--- config.mk ---
export PLATFORM = sky130hd
export DESIGN_NAME = ram_ctrl
export DESIGN_NICKNAME = d
export VERILOG_FILES = /design/src/rtl/ram_pkg.sv /design/src/rtl/rr_arb2.sv /design/src/rtl/ram_ctrl.sv
export SDC_FILE = /design/constraint.sdc
export NUM_CORES = 1
export LEC_CHECK = 0
export CORE_AREA = 2 2 123 125
export CTS_BUF_LIST = sky130_fd_sc_hd__clkbuf_4
export DETAILED_ROUTE_END_ITERATION = 10
export DIE_AREA = 0 0 125 127
export GPL_TIMING_DRIVEN = 0
export PLACE_DENSITY = 0.8
export SYNTH_ARGS = -nofsm -noshare
export SYNTH_HDL_FRONTEND = slang
export SYNTH_SLANG_ARGS = --single-unit
--- constraint.sdc ---
create_clock -name clk -period 3.6 [get_ports clk]
set_clock_uncertainty 0.1 [all_clocks]
set_input_delay 0.54 -clock clk [delete_from_list [all_inputs] [get_ports clk]]
set_output_delay 0.54 -clock clk [all_outputs]
set_load 0.05 [all_outputs]
--- src/rtl/ram_pkg.sv ---
// Shared types for the two-port RAM scheduler: size encodings, FSM states, byte counts.
// Latency: none (declarations only).
// Backpressure: not applicable.
package ram_pkg;

  localparam logic [1:0] LEN_B = 2'b00;
  localparam logic [1:0] LEN_H = 2'b01;
  localparam logic [1:0] LEN_W = 2'b10;

  typedef enum logic [1:0] {IDLE, CHECK, XFER, DONE} state_t;

  // Number of RAM byte cycles for an access size; the illegal code maps to 1
  // but never reaches XFER because CHECK flags it.
  function automatic logic [2:0] len_bytes(input logic [1:0] len);
    case (len)
      LEN_H:   return 3'd2;
      LEN_W:   return 3'd4;
      default: return 3'd1;
    endcase
  endfunction

endpackage

--- src/rtl/rr_arb2.sv ---
// Two-request round-robin arbiter with a one-hot grant.
// Latency: combinational grant; priority pointer moves on the clock edge after a grant.
// Backpressure: a request simply stays pending until granted; update gates pointer movement.
module rr_arb2 (
  input  logic       clk,
  input  logic       rst_n,
  input  logic [1:0] req,
  input  logic       update,
  output logic [1:0] grant
);

  // last_q = 1 means port 1 was granted last, so port 0 wins the next tie.
  logic last_q;

  // One-hot grant: a lone request wins, a tie goes to the port not granted last.
  always_comb begin
    grant = 2'b00;
    case (req)
      2'b01:   grant = 2'b01;
      2'b10:   grant = 2'b10;
      2'b11:   grant = last_q ? 2'b01 : 2'b10;
      default: grant = 2'b00;
    endcase
  end

  // Remember the winner only when a grant is actually taken.
  always_ff @(posedge clk or negedge rst_n) begin
    if (!rst_n) begin
      last_q <= 1'b1;
    end else if (update && (|grant)) begin
      last_q <= grant[1];
    end
  end

endmodule

--- src/rtl/ram_ctrl.sv ---
// Two-port scheduler for a byte-wide RAM: round-robin grant, 1/2/4 byte cycles, LE, error checks.
// Latency: ack N+2 cycles after the request is seen in IDLE (2 on error); one request per N+3 cycles.
// Backpressure: requester holds valid until its ack pulse; the other port waits while a transfer runs.
module ram_ctrl
  import ram_pkg::*;
#(
  parameter int RAM_WIDTH = 10
) (
  input  logic        clk,
  input  logic        rst_n,
  input  logic        p0_valid,
  input  logic        p0_we,
  input  logic [1:0]  p0_len,
  input  logic [31:0] p0_addr,
  input  logic [31:0] p0_wdata,
  output logic        p0_ack,
  output logic [31:0] p0_rdata,
  output logic        p0_err,
  input  logic        p1_valid,
  input  logic        p1_we,
  input  logic [1:0]  p1_len,
  input  logic [31:0] p1_addr,
  input  logic [31:0] p1_wdata,
  output logic        p1_ack,
  output logic [31:0] p1_rdata,
  output logic        p1_err,
  output logic        mem_rw,
  output logic [31:0] mem_addr,
  output logic [7:0]  mem_wdata,
  input  logic [7:0]  mem_rdata
);

  state_t      state_q, state_d;
  logic        port_q;
  logic        we_q;
  logic [1:0]  len_q;
  logic [31:0] addr_q;
  logic [31:0] wdata_q;
  logic [31:0] rdata_q;
  logic [1:0]  k_q;
  logic        err_q;
  logic [1:0]  grant;
  logic        chk_err;
  logic        last_byte;

  rr_arb2 u_arb (
    .clk    (clk),
    .rst_n  (rst_n),
    .req    ({p1_valid, p0_valid}),
    .update (state_q == IDLE),
    .grant  (grant)
  );

  // Exception check on the latched request: bad size, misalignment, or beyond the RAM.
  always_comb begin
    chk_err = (len_q == 2'b11)
           || ((len_q == LEN_H) && addr_q[0])
           || ((len_q == LEN_W) && (addr_q[1:0] != 2'b00))
           || ((addr_q >> RAM_WIDTH) != 32'd0);
    last_byte = ({1'b0, k_q} == (len_bytes(len_q) - 3'd1));
  end

  // State register.
  always_ff @(posedge clk or negedge rst_n) begin
    if (!rst_n) begin
      state_q <= IDLE;
    end else begin
      state_q <= state_d;
    end
  end

  // Next state plus all outputs, decoded from registered state so strobes are glitch-free.
  always_comb begin
    state_d   = state_q;
    mem_rw    = 1'b0;
    mem_addr  = 32'd0;
    mem_wdata = 8'd0;
    p0_ack    = 1'b0;
    p0_rdata  = 32'd0;
    p0_err    = 1'b0;
    p1_ack    = 1'b0;
    p1_rdata  = 32'd0;
    p1_err    = 1'b0;
    case (state_q)
      IDLE:  if (|grant) state_d = CHECK;
      CHECK: state_d = chk_err ? DONE : XFER;
      XFER: begin
        mem_addr = addr_q + {30'd0, k_q};
        if (we_q) begin
          mem_rw    = 1'b1;
          mem_wdata = wdata_q[{k_q, 3'b000} +: 8];
        end
        if (last_byte) state_d = DONE;
      end
      DONE: begin
        state_d = IDLE;
        if (port_q) begin
          p1_ack   = 1'b1;
          p1_rdata = rdata_q;
          p1_err   = err_q;
        end else begin
          p0_ack   = 1'b1;
          p0_rdata = rdata_q;
          p0_err   = err_q;
        end
      end
      default: state_d = IDLE;
    endcase
  end

  // Request latch, error capture and little-endian read assembly.
  always_ff @(posedge clk or negedge rst_n) begin
    if (!rst_n) begin
      port_q  <= 1'b0;
      we_q    <= 1'b0;
      len_q   <= LEN_B;
      addr_q  <= 32'd0;
      wdata_q <= 32'd0;
      rdata_q <= 32'd0;
      k_q     <= 2'd0;
      err_q   <= 1'b0;
    end else begin
      case (state_q)
        IDLE: begin
          if (|grant) begin
            port_q  <= grant[1];
            we_q    <= grant[1] ? p1_we    : p0_we;
            len_q   <= grant[1] ? p1_len   : p0_len;
            addr_q  <= grant[1] ? p1_addr  : p0_addr;
            wdata_q <= grant[1] ? p1_wdata : p0_wdata;
            rdata_q <= 32'd0;
            k_q     <= 2'd0;
            err_q   <= 1'b0;
          end
        end
        CHECK: err_q <= chk_err;
        XFER: begin
          if (!we_q) rdata_q[{k_q, 3'b000} +: 8] <= mem_rdata;
          k_q <= k_q + 2'd1;
        end
        default: ;
      endcase
    end
  end

endmodule

After elaboration in Yosys (flattened, before gate mapping)
Cells that the tools add are included.

Flip-flop bits (word level): 106. Input bits: 146. Output and inout port bits: 109.

Reductions and logical operators: 17. Multiplexer cells: 36. Shift-type cells: 3. Add/subtract/negate cells: 4. Equality and inequality tests: 13.

Operator list (number): two-way mux 32 bit (9); case mux 32 bit (2 select lines) (1); adder 32 x 2 -> 32 bit (1); bitwise mux 32 bit (1); nonzero test 32 bit (1); variable shift 8 x 7 -> 32 bit, first input constant (1); indexed part select 32 x 6 -> 8 bit (1); indexed part select 8 x 7 -> 32 bit (1); two-way mux 8 bit (2); two-way mux 1 bit (13); equality test 2 bit, second input constant (6); two-way mux 2 bit (5); case mux 2 bit (4 select lines) (1); AND reduction 2 bit (4); negation 5 -> 7 bit (1); equality test 2 x 1 -> 1 bit, second input constant (3); inequality test 2 bit, second input constant (3); case mux 2 bit (3 select lines) (1); case mux 3 bit (2 select lines) (1); nonzero test 2 bit (3); case mux 2 bit (2 select lines) (1); equality test 2 x 3 -> 1 bit (1); logical AND 1 bit (3); logical OR 1 bit (3); 6 further kinds (6).

Depth between registers and ports, before layout
Gate-level depths: netlist of run 1.

Word-level depth: 7. Depth in mapped cells: 9.

Cells and area by module
From an unflattened synthesis of run 1, not the netlist that was laid out.

Cells, all modules: 745. Area, all modules: 6583.8 um2.

Modules (own cells, without submodules): ram_ctrl (sequential area each 2627.5 um2, times used 1, cells each 739, area an instance 6527.5 um2); rr_arb2 (sequential area each 26.3 um2, times used 1, cells each 6, area an instance 56.3 um2).

Worst setup path before layout of run 1
No wires, ideal clock.

Path kind: register to output. Start point: register k_q[0]. End point: output port mem_addr[22]. Slack: 173 ps. Stages on the path, launching flop included: 8. Data arrival time: 2787 ps. Buffers on the path: 1. Cell sequence: dfrtp_1 -> ha_1 -> fa_1 -> nand4_1 -> or4_1 -> buf_2 -> or4_1 -> a21oi_1.

Longest elaborated chain between the ends: 2.

RTL lines: start, declared (RTL line ram_ctrl.sv:40) `logic [1:0] k_q;`; start signal, assigned (RTL line ram_ctrl.sv:139) `k_q <= k_q + 2'd1;`; adder 32 x 2 -> 32 bit (RTL line ram_ctrl.sv:88) `mem_addr = addr_q + {30'd0, k_q};`; two-way mux 32 bit (RTL line ram_ctrl.sv:84) `case (state_q)`; end, declared (RTL line ram_ctrl.sv:28) `output logic [31:0] mem_addr,`.

No other way between the ends.

Worst setup path in the final report of run 1
Start point: register addr_q[0]. End point: output port mem_addr[20].

Longest elaborated chain between the ends: 2.

RTL lines: start, declared (RTL line ram_ctrl.sv:37) `logic [31:0] addr_q;`; start signal, assigned (RTL line ram_ctrl.sv:129) `addr_q <= grant[1] ? p1_addr : p0_addr;`; adder 32 x 2 -> 32 bit (RTL line ram_ctrl.sv:88); two-way mux 32 bit (RTL line ram_ctrl.sv:84).

No other way between the ends.

==> flow_summary_export.csv, run 1 <==
group,metric,value,unit
timing,slew_violations,0,
pwr,p_leak,4.29,nW
setup_path,criticalPathCategory,"register to output port",
clock_tree,cts_htree_levels,3,
pwr,p_sw,2.85,mW
clock_tree,clockRootBuffer,"clkbuf_4",
yosys,synth-seq-cells,106,
floorplanning,chipHeight,127,um
floorplanning,core,14400,um2
yosys,ys_async_sr_fraction,100,%
cells_and_area,fin_nets,1158,
yosys,synth-edff-count,0,
setup_path,cp_top_family,"simple AND/OR/NAND/NOR gates",
detailed_routing,vias,6412,
global_route,overflow,0,
yosys,netlist.top_cell.by_area,"dfrtp_1",
timing,timing.fmax,280,MHz
cells_and_area,postLayoutCellArea,9540,um2
yosys,synthTopCellsByArea,"dfrtp_1, mux2i_1, o21ai_0",
placed_design,io_buffers,254,
setup_path,slowest_delay,0.53,ns
pwr,combPwrFrac,54.0,%
setup_path,reg2regPathDepth,9,
detailed_routing,viasPerCell,5.40,
setup_path,crit_buf_inv,2,
pwr,seq_power_share,35.3,%
setup_path,slowest_stage,"or4_4",
floorplanning,rows,44,
cells_and_area,fin_util,66.1,%
setup_path,critPathRequiredTime,2.96,ns
placed_design,dp.final_hpwl,15400,um
pwr,power-per-cell-area,619,nW/um2
floorplanning,die_w,125,um
detailed_routing,drtAntennaViolNets,0,
timing,worst_slack,0.0224,ns
placed_design,dp.cells,1167,
pwr,switching_share,48.3,%
placed_design,dp_slack,-0.412,ns
timing,rsz0062_at_grt,"yes",
global_route,grt_start_max_net_pins,56,
setup_path,crit_chain,"ha_4 > fa_2 > nand4_1 > or4_1 > buf_6 > or4_4 > a21oi_4 > buf_6",
clock_tree,clk_path_buf_depth,2,
yosys,ys_top_cells_by_count,"nand2_1, dfrtp_1, o21ai_0",
yosys,synthesis.nets,888,
global_route,grt_pass1_wl,32400,um
yosys,syn_inst,728,
setup_path,critPathArrivalTime,2.94,ns
clock_tree,clkSinkCount,106,
yosys,synth-seq-area-share,40.6,%
cells_and_area,fillers,1259,
clock_tree,clk_latency,0.46,ns
yosys,post-synth-top-count-cell,"nand2_1",
yosys,synth.avg_cell_area,8.98,um2
timing,setup_viol,0,
detailed_routing,drc,0,
setup_path,cp-end-kind,"output port",
outcome,status,"finished clean",
detailed_routing,dr.pass1.iters,5,
clock_tree,cts_buffers,9,
cells_and_area,ff_latch_area,2660,um2
detailed_routing,wire_per_inst,17.0,um
clock_tree,cts_tree,"done",
floorplanning,start_util,45.3,%
global_route,grtUsageTotal,25.3,%
floorplanning,die-area,15900,um2
setup_path,rrSetupSlack,0.73,ns
yosys,synth_cell_type_count,48,
worst_hold_path,hold_class,"input pin to asynchronous set/reset pin",
job,drv_cap,0,
timing,relSlewSlack,35.1,%
clock_tree,path_clk_slew,0.16,ns
yosys,synth_top_area_share,40.2,%
clock_tree,cts_hold_buffers,0,
placed_design,dpl_cell_area,9330,um2
setup_path,regToRegEndpoint,"addr_q[18]",
timing,tightest_slew,0.967,ns
timing,finalCritPeriodShare,99.4,%
placed_design,gp_congestion,0.893,
cells_and_area,drive_gt1_share,9.67,%
pwr,p_int,3.05,mW
global_route,antenna_found_initial,1,
yosys,synthFlopType,"dfrtp_1",
pwr,clock_power_share,10.7,%
cells_and_area,multi_input_area,3620,um2
detailed_routing,drt_wl_total,20200,um
detailed_routing,drt_iter0_drc,387,
cells_and_area,syn2layout_area_growth,45.9,%
yosys,ys_warn_count,0,
cells_and_area,layout.cells.non_filler,1188,
setup_path,reg2reg_from,"state_q[0]",
setup_path,critPathLaunchType,"register",
setup_path,cpMostUsedCell,"buf_6",
yosys,netlist_area,6540,um2
global_route,grt_pass1_vias,6378,
timing,whs,0.00255,ns
floorplanning,ioPinCount,255,
setup_path,worstPathMaxFanout,10,
pwr,peakVddDrop,0.000357,V
timing,min_period,3.58,ns
timing,hold_viol_final,0,
## per-layer routing
metal / up-vias / GRT usage (%) / routed length [um]
met2: 242 / 44.0 / 10000
met1: 3034 / 32.4 / 8570
met5: - / 0 / 0
li1: 3098 / - / -
met4: 0 / 9.22 / 505
met3: 38 / 3.52 / 1110
## cells in the final DEF, fill, tap and decap left out, types with 4 or more instances in the layout
cell / n
a21oi_1: 16
nand3_1: 16
and4_1: 5
nand4_1: 8
and3_1: 33
a22o_1: 6
and2_1: 45
buf_4: 14
buf_6: 9
dlygate4sd2_1: 33
clkdlybuf4s15_2: 9
nor3_1: 4
nand2_1: 116
buf_2: 10
clkdlybuf4s50_1: 186
clkbuf_1: 35
mux2i_1: 76
dlymetal6s2s_1: 4
or4_1: 9
dfrtp_1: 103
nor4_1: 7
buf_1: 4
or4_4: 5
nor2_1: 11
inv_1: 29
or3_1: 7
clkbuf_4: 12
ha_1: 12
mux4_2: 8
o31ai_1: 12
xnor2_1: 8
a21oi_2: 4
o21ai_0: 98
## worst max-delay path by stage
stage / startpoint / slack, ns / to / cells past startpoint
5_1_grt: addr_q[0] / -0.08 / mem_addr[20] / 8
6_report: addr_q[0] / 0.02 / mem_addr[20] / 8
2_1_floorplan: k_q[0] / 0.17 / mem_addr[22] / 7
3_5_place_dp: k_q[1] / -0.41 / mem_addr[31] / 8
3_3_place_gp: rst_n / -2.11 / rdata_q[11] / 1
4_1_cts: state_q[0] / 0.0009 / mem_addr[11] / 7
## power groups by stage
stage / combinational, mW / clock [mW] / sequential (mW)
after floorplan: 2.16 / 0 / 1.95
after global placement: 3.06 / 0 / 2.08
after detailed placement: 3.14 / 0 / 2.09
after CTS: 3.17 / 0.642 / 2.07
after global routing: 3.49 / 0.680 / 2.16
final: 3.19 / 0.630 / 2.09
## registers in the layout, indices dropped and copies added, names as in the netlist, 2 cells and up
register / count
addr_q: 32
rdata_q: 32
wdata_q: 32
k_q: 2
len_q: 2
state_q: 2
## metrics by stage
| stage | total power [mW] | TNS [ns] |
|---|---|---|
| after floorplan | 4.11 | 0 |
| after global placement | 5.13 | -225.43 |
| after detailed placement | 5.24 | -4.77 |
| after CTS | 5.88 | 0 |
| after global routing | 6.32 | -0.410 |
| final | 5.91 | 0 |
## layout make-up
type | instances | share of cell area (%)
Multi-Input combinational cell | 540 | 37.9
Sequential cell | 106 | 27.9
Timing Repair Buffer | 260 | 26.5
Buffer | 51 | 2.57
Tap cell | 184 | 2.41
Inverter | 30 | 1.18
Clock buffer | 10 | 0.787
Clock inverter | 6 | 0.695
Antenna cell | 1 | 0.0262
## cells by family after synthesis
| group | Yosys count | synth area share [%] |
|---|---|---|
| AND/OR/NAND/NOR | 279 | 22.2 |
| AO/OA/AOI/OAI | 151 | 13.0 |
| flip-flops | 106 | 40.6 |
| multiplexers | 85 | 14.6 |
| buffers and inverters | 82 | 5.34 |
| adder cells (fa/ha/maj) | 14 | 2.80 |
| XOR/XNOR | 11 | 1.47 |
## timing repair
| action | in CTS | in global routing |
|---|---|---|
| gates resized for setup | 185 | 26 |
| setup endpoints to repair | 66 | 34 |
| pin swaps | 4 | 4 |
| setup buffers | 5 | 0 |
| gates cloned | 0 | 0 |
Note: power is estimated with default switching activity, not from simulation.
==> inputs of run 2 (changes only) <==
--- a/config.mk
+++ b/config.mk
@@ -7,6 +7,7 @@
 export LEC_CHECK = 0
 export CORE_AREA = 2 2 123 125
 export CTS_BUF_LIST = sky130_fd_sc_hd__clkbuf_4
+export CTS_CLUSTER_SIZE = 20
 export DETAILED_ROUTE_END_ITERATION = 10
 export DIE_AREA = 0 0 125 127
 export GPL_TIMING_DRIVEN = 0
==> results of run 2 <==
No change in the layout: final DEF, timing and power equal those of run 1.
